$ cat config.mk
export PLATFORM = sky130hd
export DESIGN_NAME = dc_fetch_queue
export DESIGN_NICKNAME = d
export VERILOG_FILES = /design/src/rtl/dc_fetch_queue.sv
export SDC_FILE = /design/constraint.sdc
export NUM_CORES = 1
export LEC_CHECK = 0
export CAP_MARGIN = 20
export CORE_MARGIN = 2
export CORE_UTILIZATION = 55
export CTS_BUF_LIST = sky130_fd_sc_hd__clkbuf_8
export DETAILED_ROUTE_END_ITERATION = 8
export HOLD_SLACK_MARGIN = 0.05
export PLACE_DENSITY = 0.85
export SYNTH_ARGS = -nofsm -noshare
export SYNTH_HDL_FRONTEND = slang
export SYNTH_SLANG_ARGS = --single-unit
$ cat constraint.sdc
create_clock -name clk -period 3.65 [get_ports clk]
set_input_delay 0.5475 -clock clk [delete_from_list [all_inputs] [get_ports clk]]
set_output_delay 0.5475 -clock clk [all_outputs]
set_load 0.05 [all_outputs]
$ cat src/rtl/dc_fetch_queue.sv
// -----------------------------------------------------------------------------
// dc_fetch_queue
//   Decode-side receiver of the IF->DC fetch handshake. Beats {pc, inst, jump}
//   are accepted on IF_valid && DC_ready and held in a DEPTH-entry in-order
//   FIFO. The FIFO head is offered to the decoder over a valid/ready port. A
//   back-end mispredict empties the queue in one cycle.
//
//   Optional feature, macro FQ_PREDECODE_EN: JAL beats that the branch
//   predictor did not mark taken raise a same-cycle early redirect
//   (DC_mispredict / DC_redirect_pc) back to fetch and are stored with
//   jump=1. When the macro is undefined both redirect outputs are tied to 0.
//
// Ports
//   clk, rst                  clock, synchronous active-high reset
//   IF_valid, IF_out_pc,
//   IF_out_inst, IF_out_jump  incoming fetch beat
//   DC_ready                  queue has space (registered state only)
//   mispredict                back-end flush, highest priority
//   DC_mispredict,
//   DC_redirect_pc            early JAL redirect to fetch
//   dec_valid, dec_ready,
//   dec_pc, dec_inst, dec_jump  head entry to decoder
//   fq_count                  current occupancy 0..DEPTH
// -----------------------------------------------------------------------------
module dc_fetch_queue #(
    parameter int DEPTH = 4
) (
    input  logic                         clk,
    input  logic                         rst,
    input  logic                         IF_valid,
    input  logic [31:0]                  IF_out_pc,
    input  logic [31:0]                  IF_out_inst,
    input  logic                         IF_out_jump,
    output logic                         DC_ready,
    input  logic                         mispredict,
    output logic                         DC_mispredict,
    output logic [31:0]                  DC_redirect_pc,
    output logic                         dec_valid,
    input  logic                         dec_ready,
    output logic [31:0]                  dec_pc,
    output logic [31:0]                  dec_inst,
    output logic                         dec_jump,
    output logic [$clog2(DEPTH):0]       fq_count
);

    localparam int PTR_W = $clog2(DEPTH);
    localparam logic [PTR_W:0]   FULL_CNT = (PTR_W + 1)'(DEPTH);
    localparam logic [PTR_W:0]   CNT_ONE  = (PTR_W + 1)'(1);
    localparam logic [PTR_W-1:0] PTR_ONE  = PTR_W'(1);

`ifdef FQ_PREDECODE_EN
    // J-type immediate of a JAL instruction, sign-extended to 32 bits.
    function automatic logic [31:0] jal_imm(input logic [31:0] i);
        return {{12{i[31]}}, i[19:12], i[20], i[30:21], 1'b0};
    endfunction
`endif

    logic [31:0]      pc_mem_q   [DEPTH];
    logic [31:0]      inst_mem_q [DEPTH];
    logic             jump_mem_q [DEPTH];

    logic [PTR_W-1:0] wr_ptr_q, wr_ptr_d;
    logic [PTR_W-1:0] rd_ptr_q, rd_ptr_d;
    logic [PTR_W:0]   count_q,  count_d;

    logic             enq_fire;
    logic             deq_fire;
    logic             jal_redirect;
    logic             store_jump;

    // Handshake qualification; mispredict suppresses both sides.
    always_comb begin
        DC_ready  = (count_q < FULL_CNT);
        dec_valid = (count_q != {(PTR_W + 1){1'b0}});
        enq_fire  = IF_valid && DC_ready && !mispredict;
        deq_fire  = dec_valid && dec_ready && !mispredict;
    end

    // Early JAL redirect; only beats actually enqueued can redirect.
    always_comb begin
        jal_redirect   = 1'b0;
        DC_redirect_pc = 32'h0000_0000;
`ifdef FQ_PREDECODE_EN
        if (enq_fire && (IF_out_inst[6:0] == 7'b1101111) && !IF_out_jump) begin
            jal_redirect   = 1'b1;
            DC_redirect_pc = IF_out_pc + jal_imm(IF_out_inst);
        end else begin
            jal_redirect   = 1'b0;
            DC_redirect_pc = 32'h0000_0000;
        end
`endif
        DC_mispredict = jal_redirect;
        store_jump    = IF_out_jump | jal_redirect;
    end

    // Next-state for pointers and occupancy.
    always_comb begin
        wr_ptr_d = wr_ptr_q;
        rd_ptr_d = rd_ptr_q;
        count_d  = count_q;
        if (mispredict) begin
            wr_ptr_d = {PTR_W{1'b0}};
            rd_ptr_d = {PTR_W{1'b0}};
            count_d  = {(PTR_W + 1){1'b0}};
        end else begin
            if (enq_fire) begin
                wr_ptr_d = wr_ptr_q + PTR_ONE;
            end else begin
                wr_ptr_d = wr_ptr_q;
            end
            if (deq_fire) begin
                rd_ptr_d = rd_ptr_q + PTR_ONE;
            end else begin
                rd_ptr_d = rd_ptr_q;
            end
            case ({enq_fire, deq_fire})
                2'b10:   count_d = count_q + CNT_ONE;
                2'b01:   count_d = count_q - CNT_ONE;
                default: count_d = count_q;
            endcase
        end
    end

    // Pointer and occupancy registers.
    always_ff @(posedge clk) begin
        if (rst) begin
            wr_ptr_q <= {PTR_W{1'b0}};
            rd_ptr_q <= {PTR_W{1'b0}};
            count_q  <= {(PTR_W + 1){1'b0}};
        end else begin
            wr_ptr_q <= wr_ptr_d;
            rd_ptr_q <= rd_ptr_d;
            count_q  <= count_d;
        end
    end

    // Entry storage; contents are don't-care after reset, so no reset here.
    always_ff @(posedge clk) begin
        if (enq_fire) begin
            pc_mem_q[wr_ptr_q]   <= IF_out_pc;
            inst_mem_q[wr_ptr_q] <= IF_out_inst;
            jump_mem_q[wr_ptr_q] <= store_jump;
        end
    end

    // Head presentation; zeroed while empty so stale entries never leak out.
    always_comb begin
        fq_count = count_q;
        if (dec_valid) begin
            dec_pc   = pc_mem_q[rd_ptr_q];
            dec_inst = inst_mem_q[rd_ptr_q];
            dec_jump = jump_mem_q[rd_ptr_q];
        end else begin
            dec_pc   = 32'h0000_0000;
            dec_inst = 32'h0000_0000;
            dec_jump = 1'b0;
        end
    end

    // Occupancy invariants: never write when full, never read when empty.
    always_ff @(posedge clk) begin
        if (!rst) begin
            assert (!(enq_fire && (count_q == FULL_CNT)));
            assert (!(deq_fire && (count_q == {(PTR_W + 1){1'b0}})));
        end
    end

endmodule

==> results of run 1 <==
## worst max-delay path: cells and delay by family (launching register included)
kind	cells	cell delay [ns]
buffers and inverters	3	1.45
flip-flops	1	0.46
AND/OR/NAND/NOR	2	0.37
## sequential cells by signal, summed over array words and instances (netlist names), named ones only
register,flops
inst_mem_q,128
pc_mem_q,128
jump_mem_q,4
fq_count,3
rd_ptr_q,2
wr_ptr_q,2
## cells by family after synthesis
| logic type | after synthesis |
|---|---|
| mux | 66 |
| other cells | 1 |
| buf+inv | 62 |
| fa+ha+maj | 6 |
| xor+xnor | 5 |
| compound gates | 5 |
| flops | 269 |
| simple gates | 82 |
## layout make-up
cell class                      count  area, sq um  share of cell area
Clock buffer                       45          619              0.0481
Timing Repair Buffer              148         1550               0.120
Clock inverter                     28          120             0.00933
Sequential cell                   269         8000               0.621
Tap cell                          234          293              0.0228
Antenna cell                        1         2.50            0.000194
Multi-Input combinational cell    197         2270               0.176
Inverter                            7         26.3             0.00204
## power groups by stage
stage / Combinational [mW] / Sequential (mW) / Clock [mW]
after detailed placement: 0.442 / 3.51 / 0
after CTS: 0.443 / 3.44 / 2.25
after global placement: 0.430 / 3.50 / 0
after global routing: 0.466 / 3.45 / 2.38
final: 0.440 / 3.44 / 2.19
after floorplan: 0.283 / 3.51 / 0
## worst paths after layout
check	from	endpoint	slack (ns)	cells past startpoint
max reg2reg	fq_count[2]$_SDFFE_PP0P_	pc_mem_q[3][27]$_DFFE_PP_	1.50	3
min	rd_ptr_q[0]$_SDFFE_PP0P_	rd_ptr_q[0]$_SDFFE_PP0P_	0.55	2
max	fq_count[2]$_SDFFE_PP0P_	dec_pc[30]	0.28	5
min reg2reg	rd_ptr_q[0]$_SDFFE_PP0P_	rd_ptr_q[0]$_SDFFE_PP0P_	0.55	2
## routing by layer
layer	vias up	wire length [um]	global-route usage
met3	30	1520	0.0545
met4	0	332	0.0558
met5	-	0	0
met1	2590	7520	0.251
li1	2243	-	-
met2	219	9420	0.322
## Yosys cell counts
| cell | n |
|---|---|
| ha_1 | 5 |
| xor2_1 | 4 |
| edfxtp_1 | 260 |
| o21ai_0 | 1 |
| o311ai_0 | 1 |
| mux2i_1 | 1 |
| and2_1 | 69 |
| o31ai_1 | 1 |
| fa_1 | 1 |
| buf_4 | 33 |
| a21oi_1 | 2 |
| nor2_1 | 9 |
| or3_1 | 1 |
| or2_2 | 1 |
| xnor2_1 | 1 |
| dfxtp_1 | 9 |
| inv_1 | 7 |
| nor3b_2 | 1 |
| conb_1 | 1 |
| buf_2 | 7 |
| clkbuf_1 | 9 |
| buf_6 | 6 |
| nand3_1 | 1 |
| mux4_2 | 65 |
## stage by stage
stage	cells	hold WS [ns]	power, mW
2_1_floorplan	528	0.485	3.79
3_3_place_gp	855	0.522	3.93
3_5_place_dp	855	0.535	3.95
4_1_cts	928	0.550	6.14
5_1_grt	928	0.592	6.29
6_report	929	0.546	6.08
==> impl_metrics.json, run 1 <==
{
  "clkLatencyLatePin_ns": 0.52,
  "max_stage_delay_ns": 0.82,
  "synth_compound_area_frac": 0.00297,
  "postCtsResizedCells": 0,
  "finalSetupViolCount": 0,
  "synth-seq-cells": 269,
  "leakagePower_nw": 4.19,
  "fin_area_sq_mm": 0.0129,
  "synthesis.area_sq_mm": 0.0105,
  "maxCapViolCount": 0,
  "drive_gt1_frac": 0.199,
  "clock_skew_ns": 0.0178,
  "clock_tree.root_cell": "clkbuf_8",
  "worstMarginPinSlew_ns": 0.611,
  "rsz0062_at_grt": "no",
  "layout_setup_ws_ns": 0.282,
  "synth_top_family_by_area": "multiplexers",
  "syn2layout_area_growth_pct": 22.2,
  "finalCritPeriodShare": 0.923,
  "setup_tns_ns": 0,
  "worstPathMaxFanout": 66,
  "grt_pass1_wl_mm": 29.3,
  "synth_mux_area_frac": 0.140,
  "grt_max_degree": 67,
  "placed_area_sq_mm": 0.0121,
  "grtUsageTotal": 0.193,
  "power_frac_seq": 0.567,
  "ctsLongestPathBuffers": 3,
  "final_core_utilization": 0.686,
  "num_vias": 5082,
  "htreeDepth": 2,
  "slowest_stage": "clkdlybuf4s50_1",
  "synth_cell_types": 24,
  "fp.coreArea_sq_mm": 0.0188,
  "slew_viol_final": 0,
  "power.density_mw_per_mm2": 472,
  "die_x_um": 142,
  "synth-xor-area-share": 0.00416,
  "hold_viol_final": 0,
  "ioPinCount": 173,
  "syn_area_per_cell_sq_um": 21.2,
  "yosys-top-cells-area": "edfxtp_1, mux4_2, and2_1",
  "path_cells": "inv_1, nand3_2, buf_4, and2_1, clkdlybuf4s50_1",
  "cts_hold_buf": 0,
  "post-cts-setup-buffers": 0,
  "worstPathRequired_ns": 3.10,
  "initial_utilization": 0.561,
  "place_ws_ns": 0.813,
  "die_area_sq_mm": 0.0203,
  "seq_area_frac_synth": 0.759,
  "comb_power_share": 0.072,
  "grt_overflow": 0,
  "power.clock.fraction": 0.361,
  "fill_cells": 1181,
  "internal_power_mw": 4.73,
  "cts_tree": "yes",
  "final_common_cell": "edfxtp_1",
  "ir_worst_vdd_mv": 0.307,
  "layout_common_cells": "edfxtp_1, clkdlybuf4s50_1, mux4_2, and2_1, clkbuf_8",
  "syn_inst": 496,
  "drc": 0,
  "drt.antenna.violating_nets": 0,
  "worstSetupEndpointType": "primary output",
  "synth_top_area_share": 0.742,
  "synth_adder_area_share": 0.00784,
  "synth_top_cell_by_area": "edfxtp_1",
  "status": "finished, final reports clean",
  "min_path_type": "register to register",
  "max_slew_margin": 0.593,
  "fmax_mhz": 297,
  "arrival_ns": 2.82,
  "die_h_um": 142,
  "ys.warnings.count": 0,
  "synthSimpleGateAreaFrac": 0.0471,
  "numClockSinks": 269,
  "worstSetupPathType": "register to primary output",
  "drt-total-wl_mm": 18.8,
  "dp_hpwl_mm": 11.4,
  "rows": 50,
  "clk_pin_slew_ns": 0.06,
  "vias_per_cell": 5.47,
  "cts_buffers": 42,
  "wl_per_cell_um": 20.2,
  "p_switching_mw": 1.34,
  "first_pass_iters": 6,
  "antenna_found_initial": 1,
  "swShare": 0.221,
  "io_buffers": 139,
  "first_global_vias": 5516,
  "startpoint_type": "register",
  "globalplace.congestion": 0.715,
  "min_period_ns": 3.37,
  "drtIter0Drc": 328,
  "nets": 741
}
No activity file was read; power rests on OpenSTA's default activity.
==> run 2: changes to the inputs <==
Settings changed: ABC_AREA set to 0, SLEW_MARGIN set to 20.
==> results of run 2 <==
Same layout as run 1: the final DEF is identical, and so are final timing and power.
